**src/rtl/icache_fill_ctrl.sv**
```systemverilog
// Direct-mapped instruction cache with a single-outstanding miss/fill controller.
// Vectors are MSB-high: bit 31 here is bit 0 of the big-endian numbering, so pc[31:7] is the line address.
module icache_fill_ctrl #(
    parameter int unsigned INDEX_BITS = 2,
    parameter int unsigned TIMEOUT    = 15
) (
    input  logic                  clk,
    input  logic                  reset,
    input  logic                  fetch_req,
    input  logic [31:0]           pc,
    input  logic                  flush,
    input  logic                  mem_valid,
    input  logic [31:0][31:0]     mem_instr32,
    output logic                  miss,
    output logic [31:0]           missedPC,
    output logic [31:0]           instr,
    output logic                  instr_valid,
    output logic                  stall,
    output logic [15:0]           miss_count
);
    localparam int unsigned LINES  = 1 << INDEX_BITS;
    localparam int unsigned WORDS  = 32;
    localparam int unsigned LINE_W = 25;
    localparam int unsigned TAG_W  = LINE_W - INDEX_BITS;
    localparam int unsigned CNT_W  = $clog2(TIMEOUT + 1);

    typedef enum logic [1:0] {
        IDLE = 2'd0,
        REQ  = 2'd1,
        WAIT = 2'd2
    } state_e;

    state_e                 state_q, state_d;
    logic [LINES-1:0]       valid_q, valid_d;
    logic [31:0]            missed_pc_q, missed_pc_d;
    logic [15:0]            miss_cnt_q, miss_cnt_d;
    logic [CNT_W-1:0]       tmo_q, tmo_d;
    logic                   miss_q, miss_d;
    logic [TAG_W-1:0]       tag_q  [LINES];
    logic [WORDS-1:0][31:0] data_q [LINES];

    logic [INDEX_BITS-1:0]  idx_c;
    logic [INDEX_BITS-1:0]  fill_idx_c;
    logic [TAG_W-1:0]       tag_c;
    logic [4:0]             word_c;
    logic                   hit_c;
    logic                   fill_we_c;
    logic                   unused_byte_c;

    // Address split and combinational lookup
    assign idx_c         = pc[7 +: INDEX_BITS];
    assign tag_c         = pc[31 -: TAG_W];
    assign word_c        = pc[6:2];
    assign unused_byte_c = ^pc[1:0];
    assign fill_idx_c    = missed_pc_q[7 +: INDEX_BITS];
    assign hit_c         = valid_q[idx_c] && (tag_q[idx_c] == tag_c);

    assign instr       = data_q[idx_c][word_c];
    assign instr_valid = fetch_req && hit_c && (state_q == IDLE) && !flush;
    assign stall       = fetch_req && !instr_valid;
    assign miss        = miss_q;
    assign missedPC    = missed_pc_q;
    assign miss_count  = miss_cnt_q;

    // Next-state logic; flush clears valid bits in every state, a same-cycle fill re-sets its own line
    always_comb begin
        state_d     = state_q;
        valid_d     = valid_q;
        missed_pc_d = missed_pc_q;
        miss_cnt_d  = miss_cnt_q;
        tmo_d       = tmo_q;
        miss_d      = 1'b0;
        fill_we_c   = 1'b0;
        if (flush) begin
            valid_d = '0;
        end
        unique case (state_q)
            IDLE: begin
                if (!flush && fetch_req && !hit_c) begin
                    missed_pc_d = {pc[31:7], 7'b0};
                    if (miss_cnt_q != 16'hFFFF) begin
                        miss_cnt_d = miss_cnt_q + 16'd1;
                    end
                    miss_d  = 1'b1;
                    state_d = REQ;
                end
            end
            REQ: begin
                tmo_d   = '0;
                state_d = WAIT;
            end
            WAIT: begin
                if (mem_valid) begin
                    fill_we_c           = 1'b1;
                    valid_d[fill_idx_c] = 1'b1;
                    state_d             = IDLE;
                end else if (tmo_q == CNT_W'(TIMEOUT - 1)) begin
                    miss_d  = 1'b1;
                    state_d = REQ;
                end else begin
                    tmo_d = tmo_q + CNT_W'(1);
                end
            end
            default: begin
                state_d = IDLE;
            end
        endcase
    end

    always_ff @(posedge clk or negedge reset) begin
        if (!reset) begin
            state_q     <= IDLE;
            valid_q     <= '0;
            missed_pc_q <= '0;
            miss_cnt_q  <= '0;
            tmo_q       <= '0;
            miss_q      <= 1'b0;
        end else begin
            state_q     <= state_d;
            valid_q     <= valid_d;
            missed_pc_q <= missed_pc_d;
            miss_cnt_q  <= miss_cnt_d;
            tmo_q       <= tmo_d;
            miss_q      <= miss_d;
        end
    end

    // Tag/data arrays carry no reset; the valid bits gate them
    always_ff @(posedge clk) begin
        if (fill_we_c) begin
            tag_q[fill_idx_c]  <= missed_pc_q[31 -: TAG_W];
            data_q[fill_idx_c] <= mem_instr32;
        end
    end

endmodule

```
**config.mk**
```make
export PLATFORM = sky130hd
export DESIGN_NAME = icache_fill_ctrl
export DESIGN_NICKNAME = d
export VERILOG_FILES = /design/src/rtl/icache_fill_ctrl.sv
export SDC_FILE = /design/constraint.sdc
export NUM_CORES = 2
export LEC_CHECK = 0
export ABC_CLOCK_PERIOD_IN_PS = 128600
export BUFFER_PORTS_ARGS = -buffer_cell sky130_fd_sc_hd__clkbuf_2
export CAP_MARGIN = 15
export CELL_PAD_IN_SITES_DETAIL_PLACEMENT = 0
export CELL_PAD_IN_SITES_GLOBAL_PLACEMENT = 1
export CORE_UTILIZATION = 35
export CTS_CLUSTER_DIAMETER = 40
export DETAILED_ROUTE_END_ITERATION = 16
export HOLD_SLACK_MARGIN = 0.1
export PLACE_DENSITY = 0.61
export SLEW_MARGIN = 20
export SYNTH_ARGS = -nofsm -noshare
export SYNTH_HDL_FRONTEND = slang
export SYNTH_MEMORY_MAX_BITS = 65536
export SYNTH_SLANG_ARGS = --single-unit
```
**constraint.sdc**
```tcl
create_clock -name clk -period 128.6 [get_ports clk]
set_clock_uncertainty 0.15 [all_clocks]
set_input_delay 25.72 -clock clk [delete_from_list [all_inputs] [get_ports clk]]
set_output_delay 25.72 -clock clk [all_outputs]
set_load 0.05 [all_outputs]
```
==> results.md <==
* Number of enable flip-flop cells after synthesis at 4188
* Vias in the first global route at 78200
* Floorplan row count at 248
* Drt initial violations at 6003
* Critical path launch point: pc[8]
* WL final at 438000 um
* Initial antenna violation count at 401
* Top Usage Layer GRT: met2
* GR Util met1 at 0.211
* Synth area leader: edfxtp_1
* DRC at 0
* Data arrival, critical path at 32.31 ns
* Seq/Total Area, Yosys at 0.788
* HP Start: miss_count[6]
* Hold_buf cts at 0
* Most frequent cell after synthesis: edfxtp_1
* Ys Warns at 0
* Register area at 127000 um^2
* Dpl hpwl at 289000 um
* Clk sinks at 4240
* Met2 GRT Util at 0.320
* Synth top area cells: edfxtp_1, mux4_2, dfrtp_1, mux2i_1, buf_2
* Net count, final at 8824
* Post-CTS Setup Bufs at 0
* Core Box Area at 457000 um^2
* Chip height at 681 um
* Worst slew pin tran at 1.14 ns
* RR Startpoint: state_q[0]
* Yosys cell types at 42
* Die X at 681 um
* Min setup slack post-route at 70.42 ns
* Resized cells post-CTS at 0
* Syn-to-layout area delta at 20.5%
* Pre-CTS setup slack at 70.01 ns
* Post-synthesis register bit count at 4240
* Root Driver: clkbuf_16
* Total gr overflow at 0
* Post-synth top flop: edfxtp_1
* Mapped Area at 161000 um^2
* Clock Path Buffers at 4
* DIE AREA at 463000 um^2
* Clk slew on worst S/H paths at 0.05 ns
* CP Class: input port to output port
* Worst EP required at 102.73 ns
* Seq pwr share at 0.468
* GRT Util Overall at 0.185
* Asr flop ratio synth at 0.0123
* Status: finished clean
* Max-slew violations at 0
* Final setup violation count at 0
* Comb pwr share at 0.064
* RSZ-0062 raised after global routing: no
* Setup TNS at 0 ns
* Internal Power at 2.60 mW
* Gp weighted congestion at 0.786
* Clock latency on the worst-skew pair at 1.06 ns
* Cells after Synth at 6232
* Peak supply drop at 0.0000155 V
* Post-synth top cells: edfxtp_1, mux4_2, buf_2, clkbuf_1, mux2i_1
* Slew margin rel. at 0.242
* Ports at 1144
* Vias at 74100
* Clock share of power at 0.468
* Switch Pwr at 0.785 mW
* CP Capture Type: output port
* Tmin final at 58.18 ns
* Max FO, Critical Path at 83
* # port buffers at 1134
* HP Class: register to register
* H-tree lvl count at 6
* Routed WL per cell at 30.2 um
* CTS Buf Count at 571
* Antenna-violating nets left at 0
* Final Hold Vio Count at 0
* Share of cells above drive strength 1 at 0.432
* Switching portion of total power at 0.232
* Largest net degree at the start of global routing at 149
* Total power at 3.39 mW
* Vias per cell at 5.11
* Area of the multi-input gates at 32600 um^2
* Peak Freq at 0.0172 GHz
* Crit start category: input port
* GRT met3 Usage at 0.0596
* Max-Cap Viols at 0
* First-pass GRT wire length at 605000 um
* Fin crit share at 0.452
* Post-synth top area share at 0.780
* Initial core utilization at 0.352
* Final-layout fill cell count at 39300
* Detailed Routing Iterations Pass 1 at 5
* P_leak at 62.8 nW
* Syn_area_per_cell at 25.9 um^2
* Power per cell area at 17.4 nW/um^2
* CTS tree: built
[cells in the final DEF, fill, tap and decap left out, drive strengths merged, types with 7 or more instances in the layout]
cell | synthesis | final
nor2 | 18 | 18
bufinv | 0 | 55
edfxtp | 4188 | 4188
clkbuf | 100 | 1759
clkinv | 0 | 238
a22oi | 33 | 33
nand2 | 17 | 17
xor2 | 8 | 8
mux2 | 29 | 29
nand3 | 21 | 21
diode | 0 | 143
conb | 1 | 7
mux4 | 1324 | 1324
dfrtp | 52 | 52
mux2i | 84 | 84
xnor2 | 31 | 31
buf | 230 | 151
inv | 4 | 64
o21a | 32 | 32
clkinvlp | 0 | 58
[path summary, 6_finish.rpt]
check	cells past startpoint	end	slack [ns]
worst max-delay path	12	instr[28]	70.42
max in group asynchronous	2	missedPC[17]	103.12
worst max register to register	11	data_q[3][1004]	120.07
worst min register to register	1	miss_count[6]	0.34
worst min-delay path	1	miss_count[6]	0.34
min in group asynchronous	2	miss_count[15]	24.66
[power by group through the flow]
stage | clock, mW | combinational (mW) | sequential [mW]
6_report | 1.58 | 0.217 | 1.58
3_3_place_gp | 0 | 0.221 | 1.61
3_5_place_dp | 0 | 0.225 | 1.61
5_1_grt | 1.67 | 0.231 | 1.59
2_1_floorplan | 0 | 0.113 | 1.70
4_1_cts | 1.62 | 0.225 | 1.59
[through the flow]
step	util	hold WS, ns	area [um^2]	cells
3_5_place_dp	0.381	0.322	174000	13300
2_1_floorplan	-	0.303	161000	6238
4_1_cts	0.424	0.336	194000	14400
5_1_grt	0.424	0.353	194000	14400
6_report	0.425	0.337	194000	14500
3_3_place_gp	0.381	0.321	174000	13300
[cell families (layout without fill, tap and decap cells)]
kind of cell    Yosys count  count (layout)  synth area share
simple gates             86              86           0.00262
mux                    1437            1437             0.192
buf+inv                 334            2325            0.0101
fa+ha+maj                 3               3          0.000233
compound gates           92              92           0.00421
xor+xnor                 39              39           0.00212
other cells               1             150         0.0000233
flops                  4240            4240             0.788
[metal layers]
metal,up-vias,part of all wire
met4,204,0.043
met3,1112,0.078
met2,2525,0.52
li1,30800,-
met5,-,0.0029
met1,39400,0.36
[worst max-delay path: stages]
cell      delay [ns]
buf_8           0.46
buf_4           0.61
buf_4           0.49
buf_4           0.60
buf_4           0.74
buf_4           0.85
mux4_2          0.43
mux4_2          0.52
mux2i_1         0.63
a22oi_1         0.20
o21a_1          0.15
clkbuf_2        0.43
[flip-flops by register name, summed over array words and instances (netlist names)]
register	count
data_q	4096
miss	1
miss_count	16
missedPC	25
state_q	2
tag_q	92
tmo_q	4
valid_q	4
[final cells by class]
class	instances	share of cell area
diodes	143	0.00184
clock buffers	631	0.0747
clock inverters	411	0.0259
inverters	4	0.0000773
multi-input cells	1664	0.168
flip-flops and latches	4240	0.654
well taps	6125	0.0394
repair buffers	1279	0.0363
No activity file was read; power rests on OpenSTA's default activity.
